**config.mk**
```make
export PLATFORM = sky130hd
export DESIGN_NAME = pcie_wrap0_st_channel_arbiter_flat
export DESIGN_NICKNAME = d
export VERILOG_FILES = /design/src/rtl/pcie_wrap0_st_channel_arbiter_if.sv /design/src/rtl/pcie_wrap0_st_channel_arbiter.sv /design/src/flat_wrapper.sv
export SDC_FILE = /design/constraint.sdc
export NUM_CORES = 1
export LEC_CHECK = 0
export CAP_MARGIN = 20
export CORE_UTILIZATION = 40
export CTS_BUF_LIST = sky130_fd_sc_hd__clkbuf_16
export DETAILED_ROUTE_END_ITERATION = 8
export GPL_ROUTABILITY_DRIVEN = 0
export HOLD_SLACK_MARGIN = 0.02
export PLACE_DENSITY = 0.8
export SETUP_SLACK_MARGIN = 0.02
export SYNTH_ARGS = -nofsm -noshare
export SYNTH_HDL_FRONTEND = slang
export SYNTH_SLANG_ARGS = --single-unit
```
**constraint.sdc**
```tcl
create_clock -name clk -period 3.6 [get_ports clk]
set_input_delay 0.72 -clock clk [delete_from_list [all_inputs] [get_ports clk]]
set_output_delay 0.72 -clock clk [all_outputs]
set_load 0.05 [all_outputs]
```
**src/rtl/pcie_wrap0_st_channel_arbiter_if.sv**
```systemverilog
// Avalon-ST bundle between NUM_CH packet sources, the channel arbiter and the
// shared downstream byte link.
interface pcie_wrap0_st_channel_arbiter_if #(
  parameter int unsigned NUM_CH = 4,
  parameter int unsigned DATA_W = 8,
  parameter int unsigned CH_W   = 8
);
  logic [NUM_CH-1:0]        in_valid;
  logic [NUM_CH*DATA_W-1:0] in_data;
  logic [NUM_CH-1:0]        in_startofpacket;
  logic [NUM_CH-1:0]        in_endofpacket;
  logic [NUM_CH-1:0]        in_ready;

  logic                     out_ready;
  logic                     out_valid;
  logic [DATA_W-1:0]        out_data;
  logic                     out_startofpacket;
  logic                     out_endofpacket;
  logic [CH_W-1:0]          out_channel;

  modport slave (
    input  in_valid, in_data, in_startofpacket, in_endofpacket, out_ready,
    output in_ready, out_valid, out_data, out_startofpacket, out_endofpacket,
           out_channel
  );

  modport master (
    output in_valid, in_data, in_startofpacket, in_endofpacket, out_ready,
    input  in_ready, out_valid, out_data, out_startofpacket, out_endofpacket,
           out_channel
  );
endinterface

```
**src/rtl/pcie_wrap0_st_channel_arbiter.sv**
```systemverilog
// Packet-aware round-robin arbiter: one source owns the output link from its
// SOP beat to its EOP beat; beats pass through a single registered stage.
module pcie_wrap0_st_channel_arbiter #(
  parameter int unsigned NUM_CH = 4,
  parameter int unsigned DATA_W = 8,
  parameter int unsigned CH_W   = 8
) (
  input  logic clk,
  input  logic reset_n,
  pcie_wrap0_st_channel_arbiter_if.slave st,
  output logic busy,
  output logic proto_err
);

  localparam int unsigned IDX_W = $clog2(NUM_CH);

  typedef enum logic {
    IDLE,
    LOCKED
  } state_e;

  state_e            state_q, state_d;
  logic [IDX_W-1:0]  rr_ptr_q, rr_ptr_d;
  logic [IDX_W-1:0]  owner_q, owner_d;
  logic              first_q, first_d;
  logic              proto_err_q, proto_err_d;

  logic              out_valid_q, out_valid_d;
  logic [DATA_W-1:0] out_data_q, out_data_d;
  logic              out_sop_q, out_sop_d;
  logic              out_eop_q, out_eop_d;
  logic [IDX_W-1:0]  out_ch_q, out_ch_d;

  logic              load;
  logic              accept;
  logic              win_found;
  logic [IDX_W-1:0]  win_idx;
  logic [IDX_W-1:0]  cand;
  logic [IDX_W-1:0]  owner_next;
  logic              own_valid;
  logic              own_sop;
  logic              own_eop;
  logic [DATA_W-1:0] own_data;

  assign load      = st.out_ready | ~out_valid_q;
  assign own_valid = st.in_valid[owner_q];
  assign own_sop   = st.in_startofpacket[owner_q];
  assign own_eop   = st.in_endofpacket[owner_q];
  assign own_data  = st.in_data[32'(owner_q) * DATA_W +: DATA_W];
  assign accept    = (state_q == LOCKED) & own_valid & load;

  // Owner index wraps explicitly so non-power-of-two NUM_CH stays in range.
  assign owner_next = (owner_q == IDX_W'(NUM_CH - 1)) ? '0 : owner_q + 1'b1;

  // First requester at or after rr_ptr, wrapping modulo NUM_CH.
  always_comb begin
    win_found = 1'b0;
    win_idx   = '0;
    cand      = '0;
    for (int unsigned k = 0; k < NUM_CH; k++) begin
      cand = IDX_W'((32'(rr_ptr_q) + k) % NUM_CH);
      if (!win_found && st.in_valid[cand]) begin
        win_found = 1'b1;
        win_idx   = cand;
      end
    end
  end

  always_comb begin
    st.in_ready = '0;
    if (state_q == LOCKED) begin
      st.in_ready[owner_q] = load;
    end
  end

  always_comb begin
    state_d     = state_q;
    rr_ptr_d    = rr_ptr_q;
    owner_d     = owner_q;
    first_d     = first_q;
    proto_err_d = proto_err_q;
    out_valid_d = out_valid_q;
    out_data_d  = out_data_q;
    out_sop_d   = out_sop_q;
    out_eop_d   = out_eop_q;
    out_ch_d    = out_ch_q;

    unique case (state_q)
      IDLE: begin
        if (win_found) begin
          owner_d = win_idx;
          first_d = 1'b1;
          state_d = LOCKED;
        end
      end
      LOCKED: begin
        if (accept) begin
          first_d = 1'b0;
          // The first beat must carry SOP; no later beat may.
          if ((first_q && !own_sop) || (!first_q && own_sop)) begin
            proto_err_d = 1'b1;
          end
          if (own_eop) begin
            state_d  = IDLE;
            rr_ptr_d = owner_next;
          end
        end
      end
      default: state_d = IDLE;
    endcase

    if (load) begin
      out_valid_d = accept;
      if (accept) begin
        out_data_d = own_data;
        out_sop_d  = own_sop;
        out_eop_d  = own_eop;
        out_ch_d   = owner_q;
      end
    end
  end

  always_ff @(posedge clk or negedge reset_n) begin
    if (!reset_n) begin
      state_q     <= IDLE;
      rr_ptr_q    <= '0;
      owner_q     <= '0;
      first_q     <= 1'b0;
      proto_err_q <= 1'b0;
      out_valid_q <= 1'b0;
      out_data_q  <= '0;
      out_sop_q   <= 1'b0;
      out_eop_q   <= 1'b0;
      out_ch_q    <= '0;
    end else begin
      state_q     <= state_d;
      rr_ptr_q    <= rr_ptr_d;
      owner_q     <= owner_d;
      first_q     <= first_d;
      proto_err_q <= proto_err_d;
      out_valid_q <= out_valid_d;
      out_data_q  <= out_data_d;
      out_sop_q   <= out_sop_d;
      out_eop_q   <= out_eop_d;
      out_ch_q    <= out_ch_d;
    end
  end

  assign st.out_valid         = out_valid_q;
  assign st.out_data          = out_data_q;
  assign st.out_startofpacket = out_sop_q;
  assign st.out_endofpacket   = out_eop_q;
  assign st.out_channel       = CH_W'(out_ch_q);
  assign busy                 = (state_q == LOCKED);
  assign proto_err            = proto_err_q;

endmodule

```
**src/flat_wrapper.sv**
```systemverilog
// flat-port wrapper written by rule: the top's interface ports become plain ports
module pcie_wrap0_st_channel_arbiter_flat 
#(
  parameter int unsigned NUM_CH = 4,
  parameter int unsigned DATA_W = 8,
  parameter int unsigned CH_W   = 8
)
  (clk, reset_n, busy, proto_err, st_in_valid, st_in_data, st_in_startofpacket, st_in_endofpacket, st_out_ready, st_in_ready, st_out_valid, st_out_data, st_out_startofpacket, st_out_endofpacket, st_out_channel);
  pcie_wrap0_st_channel_arbiter_if #(.NUM_CH(NUM_CH), .DATA_W(DATA_W), .CH_W(CH_W)) st_i ();
  input  logic clk;
  input  logic reset_n;
  output logic busy;
  output logic proto_err;
  input wire logic [$bits(st_i.in_valid)-1:0] st_in_valid;
  input wire logic [$bits(st_i.in_data)-1:0] st_in_data;
  input wire logic [$bits(st_i.in_startofpacket)-1:0] st_in_startofpacket;
  input wire logic [$bits(st_i.in_endofpacket)-1:0] st_in_endofpacket;
  input wire logic [$bits(st_i.out_ready)-1:0] st_out_ready;
  output wire logic [$bits(st_i.in_ready)-1:0] st_in_ready;
  output wire logic [$bits(st_i.out_valid)-1:0] st_out_valid;
  output wire logic [$bits(st_i.out_data)-1:0] st_out_data;
  output wire logic [$bits(st_i.out_startofpacket)-1:0] st_out_startofpacket;
  output wire logic [$bits(st_i.out_endofpacket)-1:0] st_out_endofpacket;
  output wire logic [$bits(st_i.out_channel)-1:0] st_out_channel;
  assign st_i.in_valid = st_in_valid;
  assign st_i.in_data = st_in_data;
  assign st_i.in_startofpacket = st_in_startofpacket;
  assign st_i.in_endofpacket = st_in_endofpacket;
  assign st_i.out_ready = st_out_ready;
  assign st_in_ready = st_i.in_ready;
  assign st_out_valid = st_i.out_valid;
  assign st_out_data = st_i.out_data;
  assign st_out_startofpacket = st_i.out_startofpacket;
  assign st_out_endofpacket = st_i.out_endofpacket;
  assign st_out_channel = st_i.out_channel;
  pcie_wrap0_st_channel_arbiter #(.NUM_CH(NUM_CH), .DATA_W(DATA_W), .CH_W(CH_W)) u_core (.clk(clk), .reset_n(reset_n), .st(st_i), .busy(busy), .proto_err(proto_err));
endmodule
```
==> qor.txt, run 1 <==
Outcome - completed
Logic pwr share - 61.4%
Actual transition at the worst max-transition pin - 0.916 ns
Cell area power density - 915 nW/um^2
Horiz. Die Dim - 60.0 microns
Final net count - 223
R2R Path Start - u_core.owner_q[0]$_DFFE_PN0P_
Number of buffers inserted for hold repair after clock tree synthesis - 0
Main flop type after synthesis - sky130_fd_sc_hd__dfrtp_1
Die area - 3600 sq um
Yosys top cell area share - 37.2%
DP Wirelength - 2.49 mm
Antenna violations before repair - 0
Kind of critical path - in -> out
Cell type with the highest aggregate area in the netlist - sky130_fd_sc_hd__dfrtp_1
Fraction of layout instances using a drive strength above 1 - 17.0%
Total clock buffers created by CTS - 3
Routed len/inst - 14.6 microns
Synth Area per Inst - 12.6 sq um
Hold Path Sink - u_core.st.out_endofpacket$_DFFE_PN0P_
Clock tree from TritonCTS - yes
Hold Path Stages - 2
Total via count in the routed design - 1106
Fraction of power consumed by the clock network - 15.9%
Detail-routed via count per cell - 5.14
Cell row count - 20
Final TNS setup - 0 ns
Core Region - 3130 sq um
Setup WS post-layout - 0.554 ns
Final critical-path required period - 3.05 ns
Most frequent cells in the layout - 65 x sky130_fd_sc_hd__clkdlybuf4s50_1, 20 x sky130_fd_sc_hd__dfrtp_1, 10 x sky130_fd_sc_hd__nand2_1
Max-slew violations - 0
Worst Path Max Fanout - 5
HP Start - u_core.st.out_endofpacket$_DFFE_PN0P_
I/O pins - 72
Area overhead of the layout relative to synthesis - 56.0%
Number of global-route vias before repair - 1066
Cell chosen for the clock root - sky130_fd_sc_hd__clkbuf_16
Net Switching - 836 uW
Cell area after technology mapping - 1350 sq um
Arrival time reported for the critical path endpoint - 2.33 ns
Buffers inserted during post-CTS setup optimization - 0
Routed wire length - 3.14 mm
Headroom to the max-slew limit - 38.8%
Number of storage elements in the synthesis netlist - 20
Count of antenna-violating nets left after detailed routing - 0
RSZ-0062 raised after global routing - no
Overall routing resource usage - 19.4%
Total number of yosys warnings - 0
Synthesized instance count - 107
Critical Path RT - 2.88 ns
Clock input transition at the sequential cells of the worst setup and hold paths - 0.06 ns
Synth async-reset ratio - 100%
Part of the total power dissipated in sequential elements - 22.7%
Leak pwr - 0.000881 uW
Post-synthesis sequential area ratio - 37.2%
Overall die height - 60.0 microns
R2R cell count - 4
Grt total ovfl - 0
Filler cell count in the final layout - 256
Number of hold-slack violations in the final timing report - 0
Gates resized, CTS repair - 0
First-pass iteration count of the detailed router - 4
Number of buffers on the longest clock path - 2
Starting DRC count in detailed routing - 38
Hold WC Path Type - reg -> reg
Final setup violation count - 0
Distinct cell type count after synthesis - 35
Initial cell density of the core - 43.0%
Setup crit end kind - output pin
Clk_lat worst skew - 0.25 ns
Cell types occupying the most area after synthesis - sky130_fd_sc_hd__dfrtp_1 37%, sky130_fd_sc_hd__mux4_2 15%, sky130_fd_sc_hd__mux2_4 5.6%
Number of flops mapped to enable cells by yosys - 0
Max H-tree Level - 1
Reg2Reg Setup Slack - 1.58 ns
Wire length of the first global-routing pass - 5.05 mm
Crit start category - input port
FF-to-FF End - u_core.st.out_data[2]$_DFFE_PN0P_
Maximum clock rate - 0.328 GHz
Final Cycle Share - 84.6%
Skew final - 0.00451 ns
Count of maximum capacitance violations - 0
Internal power - 1090 uW
Pin count of the biggest net entering global routing - 21
Switching portion of total power - 43.5%
Setup WS pre-CTS - 0.574 ns
Detailed-route DRC error count - 0
Commonest non-fill, non-tap cell in the layout - sky130_fd_sc_hd__clkdlybuf4s50_1
Maximum vdd drop - 0.000344 V
Number of sinks handled by clock tree synthesis - 20
Number of antenna repair diodes - 0
Port bufs - 65
-- final cells by class --
cell class / count / area (sq um) / share of cell area, %
Clock inverter: 1 / 30.0 / 1.43
Inverter: 3 / 11.3 / 0.536
Tap cell: 44 / 55.1 / 2.62
Clock buffer: 3 / 75.1 / 3.57
Multi-Input combinational cell: 76 / 756 / 36.0
Sequential cell: 20 / 500 / 23.8
Timing Repair Buffer: 68 / 673 / 32.0
-- cell families (layout without fill, tap and decap cells) --
family                   Yosys count  after routing  share of synthesized area (%)
AO/OA/AOI/OAI                     15             15                           7.53
XOR/XNOR                           1              1                          0.651
adder cells (fa/ha/maj)            4              4                           3.72
buffers and inverters             16             75                           8.09
flip-flops                        20             20                           37.2
multiplexers                      24             24                           31.0
other                              1              6                          0.279
AND/OR/NAND/NOR                   26             26                           11.5
-- worst max-delay path, cell delays in order --
cell	delay (ns)
sky130_fd_sc_hd__clkdlybuf4s50_1	0.45
sky130_fd_sc_hd__nand2b_1	0.18
sky130_fd_sc_hd__and3_1	0.18
sky130_fd_sc_hd__clkdlybuf4s50_1	0.80
-- registers in the layout (all words and copies together) (netlist names) --
register                     count
u_core.out_ch_q                  2
u_core.st.out_startofpacket      1
u_core.st.out_valid              1
u_core.first_q                   1
u_core.proto_err                 1
u_core.rr_ptr_q                  2
u_core.owner_q                   2
u_core.busy                      1
u_core.st.out_endofpacket        1
u_core.st.out_data               8
-- synth_stat cells, types with 2 or more instances --
cell type and count:
sky130_fd_sc_hd__a21oi_1 2, sky130_fd_sc_hd__and3_1 4, sky130_fd_sc_hd__buf_2 2, sky130_fd_sc_hd__buf_4 6, sky130_fd_sc_hd__clkbuf_1 3, sky130_fd_sc_hd__dfrtp_1 20, sky130_fd_sc_hd__ha_1 4, sky130_fd_sc_hd__inv_1 3
sky130_fd_sc_hd__mux2_2 6, sky130_fd_sc_hd__mux2_4 5, sky130_fd_sc_hd__mux2i_1 2, sky130_fd_sc_hd__mux4_1 2, sky130_fd_sc_hd__mux4_2 9, sky130_fd_sc_hd__nand2_1 10, sky130_fd_sc_hd__nand2b_1 2, sky130_fd_sc_hd__nand3b_1 2
sky130_fd_sc_hd__nor2b_1 3, sky130_fd_sc_hd__o21a_1 2, sky130_fd_sc_hd__o21ai_0 4
-- metrics by stage --
stage | hold slack [ns] | area (sq um) | util [%] | power (uW) | cells
global route | 0.501 | 2100 | 67.2 | 2030 | 215
global placement | 0.457 | 2000 | 63.8 | 1600 | 211
finish | 0.475 | 2100 | 67.2 | 1920 | 215
CTS | 0.479 | 2100 | 67.2 | 1940 | 215
detailed placement | 0.465 | 2000 | 63.8 | 1630 | 211
floorplan | 0.424 | 1370 | - | 1320 | 112
-- layer usage --
layer	vias up	share of wire (%)	GRT usage (%)	wire length [microns]
met5	-	0	0	0
met4	0	2.0	8.97	62
met3	6	5.2	2.16	163
met2	55	52	33.0	1620
met1	532	41	24.6	1300
li1	513	-	-	-
-- power by group through the flow --
| stage | Combinational, uW | Sequential, uW | Clock (uW) |
|---|---|---|---|
| finish | 1180 | 437 | 305 |
| CTS | 1190 | 437 | 310 |
| global placement | 1170 | 432 | 0 |
| detailed placement | 1180 | 440 | 0 |
| global route | 1260 | 453 | 316 |
| floorplan | 632 | 684 | 0 |
-- worst max path at each step --
stage / from / to / slack, ns / depth (start not counted)
finish: st_out_ready / st_in_ready[1] / 0.55 / 4
detailed placement: st_out_ready / st_in_ready[0] / 0.57 / 4
CTS: st_out_ready / st_in_ready[1] / 0.56 / 4
global placement: st_out_ready / st_in_ready[2] / 0.61 / 4
floorplan: st_out_ready / st_in_ready[0] / 1.28 / 3
global route: st_out_ready / st_in_ready[1] / 0.46 / 4
Power figures use the tool's default switching activity.
==> run 2, diff against run 1 <==
- CORE_UTILIZATION: 40 -> 35
- PLACE_DENSITY: 0.8 -> 0.74
- clock period: 3.6 -> 2.8 ns (I/O delays scaled with it)
==> run 2 against run 1 <==
Wire length increased by 7.3%. Cell count up 1.4%. Clock power down 3%. Highest routed layer unchanged. Critical path depth stayed put. Hold slack improved by 0.012 ns. Combinational power rose by 33%. Total power increased by 27%. Design area is 0.54% higher. Sequential cell count did not move. First-iteration DRC count is 61% lower. Via count rose by 0.27%.
==> qor.txt, run 2 (same netlist as run 1, synthesis figures left out) <==
Leak pwr - 0.000883 uW (+0.31%)
Gates resized, CTS repair - 0 (unchanged)
Fraction of layout instances using a drive strength above 1 - 18.2% (+1.3 points)
Arrival time reported for the critical path endpoint - 1.78 ns (-0.55 ns)
Final standard cell utilization of the core - 57.3% (-9.9 points)
Setup crit end kind - output pin
Total clock buffers created by CTS - 3 (unchanged)
Slowest cell on the critical path - sky130_fd_sc_hd__clkdlybuf4s50_1
Number of hold-slack violations in the final timing report - 0 (unchanged)
Actual transition at the worst max-transition pin - 0.871 ns (-0.0450 ns)
Combined flip-flop and latch cell area - 500 sq um (unchanged)
Maximum vdd drop - 0.000334 V (-2.9%)
Total instance count after detailed placement - 214 (+1.4%)
Skew final - 0.00390 ns (-0.000618 ns)
Multi-input gate area in the final layout - 756 sq um (unchanged)
Final net count - 222 (-0.45%)
Number of buffers on the longest clock path - 2 (unchanged)
Non-Filler Instances - 218 (+1.4%)
Crit start category - input port
Kind of critical path - in -> out
Buffers inserted during post-CTS setup optimization - 0 (unchanged)
Area overhead of the layout relative to synthesis - 56.9%
Final Cycle Share - 83.4%
Die area - 4100 sq um (+14%)
Delay of the slowest critical-path stage - 0.46 ns (-0.34 ns)
Cell row count - 22 (+10%)
Initial cell density of the core - 36.5% (-6.5 points)
Cell area power density - 1160 nW/um^2 (+27%)
Overall routing resource usage - 17.3% (-2.1 points)
Core Region - 3690 sq um (+18%)
Clock input transition at the sequential cells of the worst setup and hold paths - 0.05 ns (about the same)
Final TNS setup - 0 ns (unchanged)
Routed len/inst - 15.5 microns (+5.8%)
Cell chain of the critical path - clkdlybuf4s50_1 > nand2b_1 > and3_1 > buf_12
Max-slew violations - 0 (unchanged)
Cell family with the largest share of critical-path delay - simple AND/OR/NAND/NOR gates
Port bufs - 65 (unchanged)
Pin count of the biggest net entering global routing - 21 (unchanged)
Clock tree from TritonCTS - yes
Starting DRC count in detailed routing - 15 (-61%)
Horiz. Die Dim - 64.0 microns (+6.7%)
Number of sinks handled by clock tree synthesis - 20 (unchanged)
Grt total ovfl - 0 (unchanged)
Hold WC Path Type - reg -> reg
Wire length of the first global-routing pass - 5.14 mm (+1.8%)
Worst Path Max Fanout - 9 (+4)
Critical Path RT - 2.24 ns (-0.64 ns)
First-pass iteration count of the detailed router - 4 (unchanged)
Count of antenna-violating nets left after detailed routing - 0 (unchanged)
Most frequent cells in the layout - 61 x sky130_fd_sc_hd__clkdlybuf4s50_1, 20 x sky130_fd_sc_hd__dfrtp_1, 10 x sky130_fd_sc_hd__nand2_1
Final critical-path required period - 2.34 ns
Number of global-route vias before repair - 1031 (-3.3%)
Maximum clock rate - 0.428 GHz
Clk_lat worst skew - 0.26 ns (about the same)
Commonest non-fill, non-tap cell in the layout - sky130_fd_sc_hd__clkdlybuf4s50_1
Antenna violations before repair - 0 (unchanged)
Number of antenna repair diodes - 0 (unchanged)
Combined buffer and inverter count along the critical path - 2 (unchanged)
Routed wire length - 3.37 mm (+7.3%)
Cell chosen for the clock root - sky130_fd_sc_hd__clkbuf_16
DP Wirelength - 2.64 mm (+6.2%)
Number of buffers inserted for hold repair after clock tree synthesis - 0 (unchanged)
Overall die height - 64.0 microns (+6.7%)
Detail-routed via count per cell - 5.09 (-1.1%)
Max H-tree Level - 1 (unchanged)
Filler cell count in the final layout - 327 (+28%)
Max FFs per register - 8 (unchanged)
Detailed-route DRC error count - 0 (unchanged)
Headroom to the max-slew limit - 41.8% (+3.0 points)
Final setup violation count - 0 (unchanged)
Count of maximum capacitance violations - 0 (unchanged)
Outcome - completed
RSZ-0062 raised after global routing - no
Total via count in the routed design - 1109 (+0.27%)
I/O pins - 72 (unchanged)
-- run 2: cell count changes in the layout (fill, tap and decap cells not counted), sizes merged --
cell,change
clkinv,+1
bufinv,-1
clkdlybuf4s50,-4
buf,+3
-- run 2: layout make-up --
type,instances,area share (%)
tap,48,2.84
inverter,3,0.533
clock inverter,1,0.178
multi-input combinational,76,35.8
timing repair buffer,67,33.4
sequential,20,23.7
clock buffer,3,3.55
-- run 2: through the flow --
stage | cell area, sq um | setup WS (ns) | hold WS (ns) | total power [uW]
floorplan | 1370 | 0.764 | 0.264 | 1690
global placement | 2030 | 0.473 | 0.471 | 2130
detailed placement | 2030 | 0.411 | 0.465 | 2160
CTS | 2110 | 0.444 | 0.489 | 2460
global route | 2110 | 0.393 | 0.515 | 2570
finish | 2110 | 0.465 | 0.487 | 2450
-- run 2: worst paths after layout --
check | from | slack, ns | depth (start not counted) | endpoint
max | st_out_ready | 0.46 | 4 | st_in_ready[1]
min | u_core.st.out_endofpacket$_DFFE_PN0P_ | 0.49 | 2 | u_core.st.out_endofpacket$_DFFE_PN0P_
max reg2reg | u_core.owner_q[0]$_DFFE_PN0P_ | 0.76 | 3 | u_core.st.out_data[1]$_DFFE_PN0P_
min reg2reg | u_core.st.out_endofpacket$_DFFE_PN0P_ | 0.49 | 2 | u_core.st.out_endofpacket$_DFFE_PN0P_
max in group asynchronous | reset_n | 1.46 | 1 | u_core.rr_ptr_q[1]$_DFFE_PN0P_
min in group asynchronous | reset_n | 0.80 | 1 | u_core.st.out_data[0]$_DFFE_PN0P_
-- run 2: per-layer routing --
layer,GRT usage [%],up-vias,share of wire (%)
li1,-,510,-
met1,22.2,545,42
met2,27.0,45,49
met3,2.68,9,5.2
met4,11.4,0,3.4
met5,0,-,0
-- run 2: power by group --
group,internal [uW],switching [uW]
Sequential,432,149
Clock,190,107
Combinational,727,843
-- run 2: worst reg2reg max path, stage by stage, from the launching register on --
cell and delay, ns:
sky130_fd_sc_hd__dfrtp_1 0.68, sky130_fd_sc_hd__mux4_2 0.64, sky130_fd_sc_hd__nand3_4 0.23, sky130_fd_sc_hd__mux2_2 0.36
==> run 3, diff against run 2 <==
- clock period: 2.8 -> 2.02 ns (I/O delays scaled with it)
==> run 3 against run 2 <==
Largest power group unchanged. Worst setup slack lost 0.31 ns. Largest cell class is now non-clock buffers. Non-clock buffer count grew 11. Core utilization grew 2.1 points. Die area is the same. Via count grew 0.90%. Sequential share of layout area shrank 0.78 points. First-iteration DRC count grew to 2.9 times the previous value. Clock skew shrank 0.0027 ns. Global-route usage grew 0.47 points. Design area grew 3.7%. Sequential power grew 40%. Wire length shrank 0.86%.
==> qor.txt, run 3 (same netlist as run 1, synthesis figures left out) <==
Setup crit end kind - output pin
Port bufs - 65 (unchanged)
Final TNS setup - 0 ns (unchanged)
Final Cycle Share - 92.2%
Final critical-path required period - 1.86 ns
Cell family with the largest share of critical-path delay - buffers and inverters
Number of hold-slack violations in the final timing report - 0 (unchanged)
Met3 wirelength from detailed routing - 104 microns (-41%)
Reg2Reg Setup Slack - 0.28 ns (-0.48 ns)
Internal power - 1940 uW (+44%)
CP Launch Point - u_core.out_ch_q[0]$_DFFE_PN0P_
Routed wire length - 3.34 mm (-0.86%)
Commonest non-fill, non-tap cell in the layout - sky130_fd_sc_hd__clkdlybuf4s50_1
Number of buffers inserted for hold repair after clock tree synthesis - 0 (unchanged)
Pin count of the biggest net entering global routing - 21 (unchanged)
Post-Layout Inst Area - 2190 sq um (+3.7%)
Number of sinks handled by clock tree synthesis - 20 (unchanged)
Fraction of power consumed by the clock network - 11.5% (-0.6 points)
Actual transition at the worst max-transition pin - 0.509 ns (-0.361 ns)
Cell row count - 22 (unchanged)
Tightest hold margin - 0.474 ns (-0.0134 ns)
Initial cell density of the core - 36.5% (unchanged)
Clock tree from TritonCTS - yes
Routed len/inst - 14.7 microns (-5.2%)
Uppermost routed layer - met4
Overall die height - 64.0 microns (unchanged)
Die area - 4100 sq um (unchanged)
Total instance count after detailed placement - 225 (+5.1%)
Max FFs per register - 8 (unchanged)
Count of antenna-violating nets left after detailed routing - 0 (unchanged)
Core Region - 3690 sq um (unchanged)
Slowest cell on the critical path - sky130_fd_sc_hd__clkdlybuf4s50_1
R2R cell count - 4 (+1)
Maximum clock rate - 0.537 GHz
Filler cell count in the final layout - 311 (-4.9%)
Final net count - 233 (+5.0%)
Leak pwr - 0.000932 uW (+5.6%)
Delay of the slowest critical-path stage - 0.83 ns (+0.37 ns)
Headroom to the max-slew limit - 65.9% (+24 points)
Cell area power density - 1590 nW/um^2 (+37%)
Hold WC Path Type - reg -> reg
Most frequent cells in the layout - 60 x sky130_fd_sc_hd__clkdlybuf4s50_1, 19 x sky130_fd_sc_hd__dfrtp_1, 14 x sky130_fd_sc_hd__buf_4
Max H-tree Level - 1 (unchanged)
Final setup violation count - 0 (unchanged)
Number of buffers on the longest clock path - 2 (unchanged)
Overall routing resource usage - 17.8% (+0.47 points)
Starting DRC count in detailed routing - 44 (+29)
Clk_lat worst skew - 0.25 ns (about the same)
Arrival time reported for the critical path endpoint - 1.46 ns (-0.32 ns)
Detailed-route DRC error count - 0 (unchanged)
Part of the total power dissipated in sequential elements - 23.4% (-0.4 points)
RSZ-0062 raised after global routing - no
Grt total ovfl - 0 (unchanged)
Max-slew violations - 0 (unchanged)
Worst Path Max Fanout - 3 (-6)
Metal1 wirelength - 1.46 mm (+2.0%)
First-pass iteration count of the detailed router - 4 (unchanged)
FF-to-FF End - u_core.rr_ptr_q[1]$_DFFE_PN0P_
Total clock buffers created by CTS - 3 (unchanged)
Area overhead of the layout relative to synthesis - 62.6%
Cell chosen for the clock root - sky130_fd_sc_hd__clkbuf_16
Detail-routed via count per cell - 4.91 (-3.5%)
Count of maximum capacitance violations - 0 (unchanged)
Critical Path RT - 1.62 ns (-0.62 ns)
Horiz. Die Dim - 64.0 microns (unchanged)
R2R Path Start - u_core.owner_q[0]$_DFFE_PN0P_
Net Switching - 1530 uW (+39%)
Number of antenna repair diodes - 0 (unchanged)
Cell chain of the critical path - clkdlybuf4s50_1
Number of global-route vias before repair - 1117 (+8.3%)
Crit start category - register
Last element of the critical path - st_out_channel[0]
Fraction of layout instances using a drive strength above 1 - 24.4% (+6.2 points)
Outcome - completed
Combined buffer and inverter count along the critical path - 1 (-1)
Wire length of the first global-routing pass - 5.50 mm (+7.0%)
CP Depth - 1 (-3)
Switching portion of total power - 44.1% (-0.77 points)
Total via count in the routed design - 1119 (+0.90%)
Clock input transition at the sequential cells of the worst setup and hold paths - 0.05 ns (about the same)
Non-Filler Instances - 228 (+4.6%)
Post-DP Area - 2110 sq um (+3.9%)
Skew final - 0.00115 ns (-0.00275 ns)
Kind of critical path - reg -> out
I/O pins - 72 (unchanged)
Antenna violations before repair - 0 (unchanged)
Routed length on met2 - 1.72 mm (+4.2%)
Logic pwr share - 65.1% (+1.0 points)
Maximum vdd drop - 0.000583 V (+75%)
DP Wirelength - 2.86 mm (+8.0%)
==> run 3: cell count changes in the layout (fill, tap and decap cells not counted), sizes merged <==
| cell | change |
|---|---|
| buf | +12 |
| clkdlybuf4s50 | -1 |
| clkinv | -1 |
==> run 3: per-stage QoR <==
step,worst slack (ns),power [uW],utilization (%)
after floorplan,0.140,2350,-
after global placement,-0.0206,3040,57.3
after detailed placement,-0.0449,3090,57.3
after CTS,0.0239,3500,59.3
after global routing,0.0830,3660,59.4
final,0.157,3470,59.4
==> run 3: timing repair <==
| action | 4_1_cts | 5_1_grt |
|---|---|---|
| gates resized for setup | 0 | 1 |
| setup buffers | 0 | 0 |
| endpoints found under the setup margin | 0 | 2 |
==> run 3: worst register-to-register path, stage by stage, from the launching register on <==
cell                      delay, ns
sky130_fd_sc_hd__dfrtp_1       0.42
sky130_fd_sc_hd__buf_4         0.21
sky130_fd_sc_hd__mux4_2        0.53
sky130_fd_sc_hd__nand4_2       0.13
sky130_fd_sc_hd__mux2_2        0.33
==> run 3: worst min-delay path by stage <==
stage | from | to | cells past startpoint
6_report | u_core.out_ch_q[1]$_DFFE_PN0P_ | u_core.out_ch_q[1]$_DFFE_PN0P_ | 2
5_1_grt | u_core.st.out_endofpacket$_DFFE_PN0P_ | u_core.st.out_endofpacket$_DFFE_PN0P_ | 2
4_1_cts | u_core.out_ch_q[1]$_DFFE_PN0P_ | u_core.out_ch_q[1]$_DFFE_PN0P_ | 2
3_5_place_dp | u_core.st.out_endofpacket$_DFFE_PN0P_ | u_core.st.out_endofpacket$_DFFE_PN0P_ | 2
3_3_place_gp | u_core.proto_err$_DFFE_PN0P_ | u_core.proto_err$_DFFE_PN0P_ | 1
2_1_floorplan | reset_n | u_core.busy$_DFF_PN0_ | 0
==> run 3: layer usage <==
layer,vias up,track usage (%)
li1,533,-
met1,543,23.0
met2,38,29.7
met3,5,2.32
met4,0,7.67
met5,-,0
==> run 3: layout make-up <==
type                            count  area, sq um  area share, %
Sequential cell                    20          502           22.9
Timing Repair Buffer               78          786           35.9
Clock buffer                        3         75.1           3.43
Tap cell                           48         60.1           2.74
Multi-Input combinational cell     76          756           34.5
Inverter                            3         11.3          0.514
==> run 3: power by group through the flow <==
stage | Combinational, uW | Sequential [uW] | Clock [uW]
CTS | 2280 | 809 | 408
finish | 2260 | 812 | 398
detailed placement | 2280 | 816 | 0
global placement | 2240 | 800 | 0
global route | 2400 | 845 | 414
floorplan | 1130 | 1220 | 0
